File: config.mk
export PLATFORM = sky130hd
export DESIGN_NAME = instr_fetch_unit
export DESIGN_NICKNAME = d
export VERILOG_FILES = /design/src/rtl/cpu_defs.sv /design/src/rtl/fetch_queue.sv /design/src/rtl/instr_fetch_unit.sv
export SDC_FILE = /design/constraint.sdc
export NUM_CORES = 1
export LEC_CHECK = 0
export CAP_MARGIN = 25
export CORE_UTILIZATION = 37
export CTS_CLUSTER_SIZE = 8
export DETAILED_ROUTE_END_ITERATION = 6
export HOLD_SLACK_MARGIN = 0.03
export REMOVE_ABC_BUFFERS = 1
export SYNTH_ARGS = -nofsm -noshare
export SYNTH_HDL_FRONTEND = slang
export SYNTH_SLANG_ARGS = --single-unit
File: constraint.sdc
create_clock -name clock -period 5.32 [get_ports clock]
set_input_delay 1.596 -clock clock [delete_from_list [all_inputs] [get_ports clock]]
set_output_delay 1.596 -clock clock [all_outputs]
set_load 0.02 [all_outputs]
File: src/rtl/cpu_defs.sv
// Shared definitions for the instruction fetch path: widths, NOP encoding,
// reset PC, fetch FSM state and the {pc, instr} queue entry.
package cpu_defs;

  localparam int          INSTR_W          = 32;
  localparam logic [31:0] NOP_INSTR        = 32'h0000_0000;
  localparam logic [31:0] RESET_PC_DEFAULT = 32'h0000_0000;

  typedef enum logic [1:0] {
    IDLE = 2'd0,
    WAIT = 2'd1,
    DROP = 2'd2
  } fetch_state_e;

  typedef struct packed {
    logic [INSTR_W-1:0] pc;
    logic [INSTR_W-1:0] instr;
  } fetch_entry_t;

endpackage

File: src/rtl/fetch_queue.sv
// Synchronous FIFO of {pc, instr} entries between instruction memory and the core.
// Flush empties the queue and takes precedence over a same-cycle push or pop.
module fetch_queue
  import cpu_defs::*;
#(
  parameter int DEPTH = 4
) (
  input  logic                   clock,
  input  logic                   reset,
  input  logic                   push,
  input  logic                   pop,
  input  logic                   flush,
  input  fetch_entry_t           push_entry,
  output fetch_entry_t           head,
  output logic [$clog2(DEPTH):0] count
);

  localparam int PW = $clog2(DEPTH);
  localparam int CW = PW + 1;
  localparam logic [CW-1:0] FULL = CW'(DEPTH);

  fetch_entry_t  mem [DEPTH];
  logic [PW-1:0] wr_ptr;
  logic [PW-1:0] rd_ptr;
  logic          do_push;
  logic          do_pop;

  assign do_pop  = pop && (count != '0);
  assign do_push = push && ((count != FULL) || do_pop);
  assign head    = mem[rd_ptr];

  always_ff @(posedge clock) begin
    if (do_push && !flush) begin
      mem[wr_ptr] <= push_entry;
    end
  end

  always_ff @(posedge clock or posedge reset) begin
    if (reset) begin
      wr_ptr <= '0;
      rd_ptr <= '0;
      count  <= '0;
    end else if (flush) begin
      wr_ptr <= '0;
      rd_ptr <= '0;
      count  <= '0;
    end else begin
      // DEPTH is a power of two, so the pointers wrap naturally.
      if (do_push) wr_ptr <= wr_ptr + PW'(1);
      if (do_pop)  rd_ptr <= rd_ptr + PW'(1);
      count <= count + CW'(do_push) - CW'(do_pop);
    end
  end

endmodule

File: src/rtl/instr_fetch_unit.sv
// Prefetch stage: fetches sequential words from instruction memory into a small
// queue and feeds the core, inserting NOPs when empty and restarting on redirect.
module instr_fetch_unit
  import cpu_defs::*;
#(
  parameter int          DEPTH    = 4,
  parameter logic [31:0] RESET_PC = RESET_PC_DEFAULT
) (
  input  logic         clock,
  input  logic         reset,
  input  logic         redirect_valid,
  input  logic [31:0]  redirect_pc,
  input  logic         stall,
  output logic [31:0]  i_datain,
  output logic [31:0]  i_pc,
  output logic         i_valid,
  output logic         imem_req,
  output logic [31:0]  imem_addr,
  input  logic         imem_ack,
  input  logic [31:0]  imem_rdata,
  output fetch_state_e dbg_state
);

  localparam int CW = $clog2(DEPTH) + 1;
  localparam logic [CW-1:0] FULL       = CW'(DEPTH);
  localparam logic [CW-1:0] ROOM_LIMIT = CW'(DEPTH - 1);

  // Handshake: imem_req and imem_addr are registered. A request is outstanding from
  // the cycle imem_req is high until the cycle imem_ack is sampled high; both hold
  // steady for that whole span, even across redirects. At most one is outstanding.

  fetch_state_e  state, state_n;
  logic [31:0]   fetch_pc, fetch_pc_n;
  logic          req_n;
  logic [31:0]   addr_n;
  logic [31:0]   redir_pc;
  logic [31:0]   drop_target;
  logic          push;
  logic          pop;
  logic [CW-1:0] count;
  fetch_entry_t  head;
  fetch_entry_t  push_entry;

  assign redir_pc    = redirect_pc & ~32'd3;
  assign drop_target = redirect_valid ? redir_pc : fetch_pc;
  assign push_entry  = '{pc: fetch_pc, instr: imem_rdata};
  assign i_valid     = (count != '0);
  assign pop         = i_valid && !stall && !redirect_valid;
  assign i_datain    = i_valid ? head.instr : NOP_INSTR;
  assign i_pc        = i_valid ? head.pc : 32'h0;
  assign dbg_state   = state;

  fetch_queue #(.DEPTH(DEPTH)) u_queue (
    .clock      (clock),
    .reset      (reset),
    .push       (push),
    .pop        (pop),
    .flush      (redirect_valid),
    .push_entry (push_entry),
    .head       (head),
    .count      (count)
  );

  always_comb begin
    state_n    = state;
    fetch_pc_n = fetch_pc;
    req_n      = imem_req;
    addr_n     = imem_addr;
    push       = 1'b0;
    unique case (state)
      IDLE: begin
        if (redirect_valid) begin
          fetch_pc_n = redir_pc;
        end else if (count < FULL) begin
          req_n   = 1'b1;
          addr_n  = fetch_pc;
          state_n = WAIT;
        end
      end
      WAIT: begin
        if (imem_ack && redirect_valid) begin
          fetch_pc_n = redir_pc;
          req_n      = 1'b1;
          addr_n     = redir_pc;
        end else if (imem_ack) begin
          push       = 1'b1;
          fetch_pc_n = fetch_pc + 32'd4;
          // Room is judged with the word being pushed now already counted.
          if (count < ROOM_LIMIT) begin
            req_n  = 1'b1;
            addr_n = fetch_pc + 32'd4;
          end else begin
            req_n   = 1'b0;
            state_n = IDLE;
          end
        end else if (redirect_valid) begin
          fetch_pc_n = redir_pc;
          state_n    = DROP;
        end
      end
      DROP: begin
        fetch_pc_n = drop_target;
        if (imem_ack) begin
          req_n   = 1'b1;
          addr_n  = drop_target;
          state_n = WAIT;
        end
      end
      default: begin
        state_n = IDLE;
        req_n   = 1'b0;
      end
    endcase
  end

  always_ff @(posedge clock or posedge reset) begin
    if (reset) begin
      state     <= IDLE;
      fetch_pc  <= RESET_PC;
      imem_req  <= 1'b0;
      imem_addr <= 32'h0;
    end else begin
      state     <= state_n;
      fetch_pc  <= fetch_pc_n;
      imem_req  <= req_n;
      imem_addr <= addr_n;
    end
  end

endmodule

==> impl_metrics.tcl <==
set metrics [dict create \
    p_leak_nw 6.23 \
    grtUsageTotal_pct 19.8 \
    drt_iter0_drc 856 \
    cts.repair.resized 0 \
    cts_hold_buf 0 \
    power_mw 10.3 \
    hold_viol 0 \
    finalCritPeriodShare_pct 84.2 \
    antenna_found_initial 0 \
    route.detailed.wl_per_inst_um 22.4 \
    io_buffers 166 \
    critPathTopFamily "buffers and inverters" \
    tritoncts "built" \
    grt_pass1_vias 10100 \
    diodes 0 \
    end_kind "primary output" \
    crit_end "i_pc[17]" \
    max_cap_viol_count 0 \
    seqCellArea_mm2 0.00954 \
    gp_congestion 0.872 \
    path_max_fanout 20 \
    slew_violations 0 \
    slowest_stage "clkdlybuf4s50_1" \
    crit_cells 4 \
    vias 10200 \
    post_synth.cell_area_avg_um2 13.8 \
    synth_top_area_share_pct 51.3 \
    gr-total-overflow 0 \
    synthTopCellsByArea "edfxtp_1 51%, dfrtp_1 12%, mux4_2 9.6%" \
    start_kind "flop" \
    irDropWorstVdd_mv 0.340 \
    cts_inserted_buffers 47 \
    r2r_end "imem_addr[23]" \
    synth-seq-area-share_pct 63.6 \
    rsz0062_at_grt "no" \
    synth_warnings 0 \
    worst_pin_slew_ps 1100 \
    reg2reg_depth 8 \
    nets 1332 \
    dp_hpwl_um 25700 \
    cpPeakStageDelay_ps 590 \
    reg2reg_from "dbg_state[0]" \
    multi_input_area_mm2 0.00506 \
    ys_ff_latch 330 \
    cts-root-buf "clkbuf_16" \
    startpoint "u_queue.rd_ptr[0]" \
    relSlewSlack_pct 26.4 \
    status "finished clean" \
    power_density_mw_per_mm2 548 \
    htreeDepth 2 \
    grt_max_degree 75 \
    setup_violations 0 \
    path_cells "buf_4, mux4_2, nor2b_1, clkdlybuf4s50_1" \
    yosysUniqueCellTypes 67 \
    initial_core_util_pct 37.6 \
    drive_above_1_share_pct 13.4 \
    coreArea_mm2 0.0398 \
    die_area_mm2 0.0413 \
    crit_type "reg2out" \
    post-route-min-period_ps 4480 \
    row_count 73 \
    firstDrtPassIters 5 \
    crit_buf_inv 2 \
    synthFlopType "edfxtp_1" \
    post_cts_buffers 0 \
    skew_ps 21.7 \
    clockBufferDepth 3 \
    yosys-top-cells-count "256 x edfxtp_1, 74 x dfrtp_1, 71 x nor2_1" \
    vias_per_cell 5.60 \
    r2r_slack_ps 2100 \
    syn_area_mm2 0.0150 \
    antenna_left 0 \
    io_pins 169 \
    drc 0 \
    async_flop_share_pct 22.4 \
    hold_class "reg2reg" \
    syn_to_final_growth_pct 24.9 \
    die_w_um 203 \
    synth_top_area_cell "edfxtp_1" \
    crit_required_ps 3720 \
    grt_pass1_wl_um 61900 \
    hold_start "imem_addr[10]" \
    die_h_um 203 \
    yosysMostFrequentCell "edfxtp_1" \
    finalWirelength_um 40500 \
    cts_sinks 330 \
    synth_edf_count 256 \
    arrival_ps 2880 \
    clkLatencyLatePin_ps 570 \
    n_fill_cell 3550 \
    dp_slack_ps 921 \
    fin_ws_ps 842 \
    timing.fmax_ghz 0.223 \
    cts.clk_slew.worst_paths_ps 50 \
    syn-instance-count 1089 \
]
power by group:
part / internal, mW / switching, mW / total, mW
sequential: 3.17 / 0.398 / 3.57
combinational: 1.68 / 2.25 / 3.93
clock: 1.67 / 1.10 / 2.77
tightest hold or removal path, delay by kind of cell (launching register included):
kind | cells | cell delay [ps]
and+or+nand+nor | 1 | 50
DFF | 1 | 340
AOI/OAI and AO/OA | 1 | 60
metal layers:
| layer | wire length [um] | GRT usage (%) | part of all wire, % | up-vias |
|---|---|---|---|---|
| met1 | 17800 | 27.8 | 44 | 5075 |
| met2 | 18800 | 30.8 | 46 | 397 |
| li1 | - | - | - | 4604 |
| met5 | 0 | 0 | 0 | - |
| met4 | 1090 | 6.82 | 2.7 | 0 |
| met3 | 2820 | 3.93 | 7.0 | 79 |
how the worst min path moves through the flow:
| stage | endpoint | slack, ps | depth (start not counted) |
|---|---|---|---|
| after floorplan | u_queue.mem[0][32] | 480 | 0 |
| after global routing | imem_addr[0] | 540 | 2 |
| after detailed placement | imem_addr[10] | 470 | 2 |
| final | imem_addr[10] | 480 | 2 |
| after global placement | imem_addr[10] | 470 | 2 |
| after CTS | imem_addr[10] | 490 | 2 |
area by class of cell:
type | instances | area share (%)
Clock buffer | 83 | 7.00
Timing Repair Buffer | 200 | 10.8
Clock inverter | 4 | 0.294
Tap cell | 525 | 3.51
Inverter | 22 | 0.441
Multi-Input combinational cell | 649 | 27.0
Sequential cell | 330 | 51.0
through the flow:
stage	std cells	util [%]	setup TNS, ps	instance area (um2)	hold slack, ps
6_report	1813	47.0	0	18700	477
5_1_grt	1813	47.0	0	18700	540
4_1_cts	1811	46.9	0	18700	486
3_5_place_dp	1724	43.5	0	17300	475
3_3_place_gp	1724	43.5	0	17300	467
2_1_floorplan	1001	-	-40950	14600	483
sequential cells by signal (all words and copies together) (netlist names):
name and cells:
u_queue.wr_ptr 2, fetch_pc 32, dbg_state 2, u_queue.rd_ptr 2, imem_addr 32, imem_req 1
u_queue.count 3, u_queue.mem 256
placed cells by master, fill, tap and decap left out, drive strengths merged, types with 27 or more instances in the layout:
cell type      count
clkbuf            84
a21oi             40
buf               34
nor2              71
edfxtp           256
nand3             27
clkdlybuf4s50    165
nor2b             68
nand2             53
o21ai             69
dfrtp             74
mux4              64
cell families after synthesis:
logic type / share of synthesized area (%)
flip-flops: 63.6
AND/OR/NAND/NOR: 11.1
AO/OA/AOI/OAI: 10.2
buffers and inverters: 2.88
multiplexers: 10.6
adder cells (fa/ha/maj): 1.13
XOR/XNOR: 0.467
Note: power is estimated with default switching activity, not from simulation.
==> RTL edit 1: new RTL, same flow settings <==
`DEPTH` is set to 4 in 2 places; all go to 8.
--- a/src/rtl/fetch_queue.sv
+++ b/src/rtl/fetch_queue.sv
@@ -3,7 +3,7 @@
 module fetch_queue
   import cpu_defs::*;
 #(
-  parameter int DEPTH = 4
+  parameter int DEPTH = 8
 ) (
   input  logic                   clock,
   input  logic                   reset,
--- a/src/rtl/instr_fetch_unit.sv
+++ b/src/rtl/instr_fetch_unit.sv
@@ -3,7 +3,7 @@
 module instr_fetch_unit
   import cpu_defs::*;
 #(
-  parameter int          DEPTH    = 4,
+  parameter int          DEPTH    = 8,
   parameter logic [31:0] RESET_PC = RESET_PC_DEFAULT
 ) (
   input  logic         clock,
Check against the original RTL: no difference found for any inputs over 4 cycles, from zero or initial values and one cycle with reset high; that may be too few to reach the edited logic, so the function may still have changed.
==> RTL edit 1 against the unedited design <==
- the run now ends with design-rule violations left
- design area is 60% higher
- synthesized cell count is 37% higher
- sequential cell count is 259 higher
- power is 54% higher
- area after synthesis is 65% higher
- worst setup slack worse by 450 ps
- routed wire length is 53% higher
- largest cell class unchanged
==> RTL edit 1: results <==
[status]
status = "complete, but fails checks"
violations = "design-rule violations"

[placement]
dpl_cell_area_sq_um = 27700
gp_congestion = 0.819
hpwl_um = 36400
dp.cells = 2453
portBuffers = 166

[logic_synthesis]
synth_xor_area_share_pct = 0.353
synth_mux_area_share_pct = 14.9
ys_seq_area_share_pct = 69.8
synthAdderAreaFrac_pct = 0.787
yosysUniqueCellTypes = 74
synth_common_cells = "512 x edfxtp_1, 128 x mux4_2, 121 x nor2_1"
synth_area_leaders = "edfxtp_1 62%, mux4_2 12%, dfrtp_1 7.8%"
ys_warn_count = 0
synth-compound-area-share_pct = 6.02
syn_inst = 1489
synth-edff-count = 512
async_flop_share_pct = 13.1

[route]
dr.pass1.iters = 7
viasPerCell = 5.59
wl_per_cell_um = 24.1
drtIter0Drc = 1449
route.vias.total = 14453
drc = 7

[sta]
relSlewSlack_pct = 34.5
finClkSkew_ps = 17.4

[global_routing]
grt_pass1_wl_um = 94200
grt_pass1_vias = 14706
grt_max_degree = 60
gr-usage-all-layers_pct = 18.7
antenna_found_initial = 0

[final_layout]
final_nets = 1759
drive_above_1_share_pct = 17.1
top_regs = "u_queue.mem: 512 flops, fetch_pc: 32 flops, imem_addr: 32 flops"
diodes = 0

[power]
ir_drop_uv = 334
p_leak_uw = 0.00961
switching_share_pct = 32.9

[clock_network]
postCtsSetupBuffers = 0
cts_root_buffer = "clkbuf_16"
h-tree-depth = 3
clk_pin_slew_worst_paths_ps = 60
cts_buffers = 83
ctsResizeCount = 0
clk_latency_ps = 610
clockBufferDepth = 3

[worst_hold_path]
holdCritPathClass = "reg2reg"

[setup_path]
critPathMaxFanout = 38
==> RTL edit 1: cell type report <==
cell class	count	area, sq um
fill	5620	36000
sequential	589	17300
multi-input combinational	770	7030
clock buffer	125	2280
timing repair buffer	211	2160
tap	864	1080
inverter	20	76.3
clock inverter	5	66.3
==> RTL edit 1: cell families after synthesis <==
| group | Yosys count |
|---|---|
| AOI/OAI and AO/OA | 231 |
| and+or+nand+nor | 306 |
| buffers and inverters | 130 |
| xor gates and xnor gates | 10 |
| adders and majority gates | 15 |
| muxes | 208 |
| DFF | 589 |
==> RTL edit 1: worst max-delay path, cell delays in order (launching register included) <==
cell,delay [ps]
dfrtp_4,890
buf_12,390
mux4_2,550
mux2i_1,180
nor2_1,110
clkdlybuf4s50_1,590
==> RTL edit 1: final timing paths <==
check | depth (start not counted) | startpoint | to | slack [ps]
setup / recovery | 5 | u_queue.rd_ptr[0] | i_pc[18] | 390
hold / removal | 2 | imem_addr[27] | imem_addr[27] | 490
setup reg to reg | 8 | dbg_state[0] | imem_addr[15] | 1900
hold reg to reg | 2 | imem_addr[27] | imem_addr[27] | 490
max in group asynchronous | 3 | reset | imem_addr[1] | 3080
min in group asynchronous | 2 | reset | imem_addr[28] | 1400
==> RTL edit 1: metrics by stage <==
step           power [uW]  setup TNS (ps)  setup slack, ps  util, %
3_3_place_gp        11000               0              933     41.9
6_report            15800               0              390     45.5
2_1_floorplan        9060        -1217300            -2710        -
5_1_grt             16500               0              162     45.5
4_1_cts             15900               0              269     45.5
3_5_place_dp        11100               0              931     41.9
==> RTL edit 1: power groups by stage <==
stage	clock (uW)	sequential [uW]	combinational [uW]
floorplan	0	6250	2810
global placement	0	6140	4890
detailed placement	0	6180	4910
CTS	4890	6090	4950
global route	5080	6150	5320
finish	4780	6090	4910
==> RTL edit 1: metal layers <==
metal / routed length (um) / vias to the layer above / GRT usage (%)
li1: - / 6332 / -
met1: 27300 / 7498 / 25.9
met2: 29800 / 534 / 29.7
met3: 4040 / 89 / 3.65
met4: 1060 / 0 / 5.59
met5: 0 / - / 0
==> RTL edit 2: new RTL, same settings <==
Without the edit above. Take the reset off `imem_addr` and load it in a clocked block of its own.
--- a/src/rtl/instr_fetch_unit.sv
+++ b/src/rtl/instr_fetch_unit.sv
@@ -118,13 +118,15 @@
       state     <= IDLE;
       fetch_pc  <= RESET_PC;
       imem_req  <= 1'b0;
-      imem_addr <= 32'h0;
     end else begin
       state     <= state_n;
       fetch_pc  <= fetch_pc_n;
       imem_req  <= req_n;
-      imem_addr <= addr_n;
     end
+  end
+
+  always_ff @(posedge clock) begin
+    imem_addr <= addr_n;
   end
 
 endmodule
Formal check against the unedited RTL: differs if reset is asserted again (counterexample within 4 cycles, from zero or initial values and one cycle with reset high); with reset held inactive, the same outputs for 4 cycles.
==> RTL edit 2 against the unedited design <==
- sequential share of layout area grew 3.0 points
- sequential cell count stayed put
- design area decreased by 3.9%
- clock skew is 3.1 ps lower
- area after synthesis fell by 4.2%
- worst setup slack lost 64 ps
- routed wire length decreased by 11%
- power is 3.4% lower
- hold slack gained 57 ps
==> RTL edit 2: results <==
[status]
status = "completed"

[final_layout]
fillers = 3299
final_nets = 1200
drive_above_1_share_pct = 13.7

[sta]
hold_ws_ps = 534
relSlewSlack_pct = 45.2
finClkSkew_ps = 18.6

[global_routing]
gr-usage-met2_pct = 28.5
antenna_found_initial = 0
grt_pass1_wl_um = 54600
grt_use_met3_pct = 3.66
global_route.usage.met1_pct = 25.8
grt_max_degree = 56
gr-usage-all-layers_pct = 18.5
grt_pass1_vias = 9028

[setup_path]
cp_slowest_cell = "dfrtp_4"
worstPathArrival_ps = 2950
rr_startpoint = "dbg_state[1]"
reg2reg_slack_ps = 2220
cp_top_family = "buffers and inverters"
ff2ff_path_depth = 6
reg2reg_to = "u_queue.mem[0][19]"
crit_path_max_incr_delay_ps = 740
critPathMaxFanout = 22

[route]
dr.pass1.iters = 6
wl_per_cell_um = 22.0
drtIter0Drc = 673
viasPerCell = 5.48

[logic_synthesis]
async_flop_share_pct = 12.7
yosysUniqueCellTypes = 62
synth-edff-count = 288
synth_area_leaders = "edfxtp_1 60%, mux4_2 10%, dfrtp_1 7.3%"
ys_seq_area_share_pct = 67.5
synth_ff_type = "edfxtp_1"
synth_common_cells = "288 x edfxtp_1, 66 x nor2b_1, 64 x mux4_2"

[placement]
dpl_cell_area_sq_um = 16700
gp_congestion = 0.839
portBuffers = 166
hpwl_um = 22900

[clock_network]
cts_buffers = 47
clk_latency_ps = 540

[power]
p_leak_uw = 0.00587
ir_drop_uv = 255

[worst_hold_path]
whs_endpoint = "imem_req"
whs_path_depth = 1
min-delay-start = "imem_req"
RTL edit 2: cell types whose count changed in the layout (fill, tap and decap cells not counted), sizes merged, moves of 8 or more:
cell / delta
buf: -8
o21ai: -25
edfxtp: +32
a221oi: -13
nor2: -32
clkbuf: -20
a22oi: +8
dfrtp: -32
nor4: -12
RTL edit 2: report_power, final:
group          leakage [uW]  internal, uW  switching (uW)
Sequential          0.00316          3340             353
Clock              0.000622          1620            1020
Combinational       0.00209          1560            2020
Total               0.00587          6520            3400
RTL edit 2: area by class of cell:
cell class,count,share of cell area [%]
tap,511,3.55
clock buffer,64,7.01
timing repair buffer,192,10.7
inverter,23,0.480
multi-input combinational,524,24.1
sequential,330,53.9
clock inverter,3,0.181
RTL edit 2: worst max path at each step:
stage | start | endpoint | slack (ps) | depth (start not counted)
2_1_floorplan | u_queue.count[2] | i_valid | -710 | 2
3_3_place_gp | imem_ack | u_queue.mem[0][21] | 870 | 6
3_5_place_dp | imem_ack | u_queue.mem[0][34] | 880 | 6
4_1_cts | u_queue.rd_ptr[0] | i_pc[29] | 650 | 4
5_1_grt | u_queue.rd_ptr[0] | i_pc[29] | 570 | 4
6_report | u_queue.rd_ptr[0] | i_pc[29] | 780 | 4
RTL edit 2: logic make-up after synthesis:
logic type                 share of synthesized area (%)
and+or+nand+nor                                     9.83
xor gates and xnor gates                           0.793
DFF                                                 67.5
AOI/OAI and AO/OA                                   7.85
adders and majority gates                           1.18
buffers and inverters                               2.44
muxes                                               10.4
RTL edit 2: metrics by stage:
| stage | setup WS (ps) | util, % | instances | power [uW] |
|---|---|---|---|---|
| detailed placement | 878 | 44.0 | 1580 | 7340 |
| floorplan | -708 | - | 877 | 5680 |
| finish | 777 | 47.4 | 1647 | 9920 |
| CTS | 654 | 47.4 | 1647 | 10000 |
| global route | 566 | 47.4 | 1647 | 10400 |
| global placement | 867 | 44.0 | 1580 | 7320 |
RTL edit 2: metal layers:
metal  wire length, um  vias to the layer above
met2             16800                      361
met4              1080                        0
met5                 0                        -
li1                  -                     4045
met1             16000                     4551
met3              2430                       74
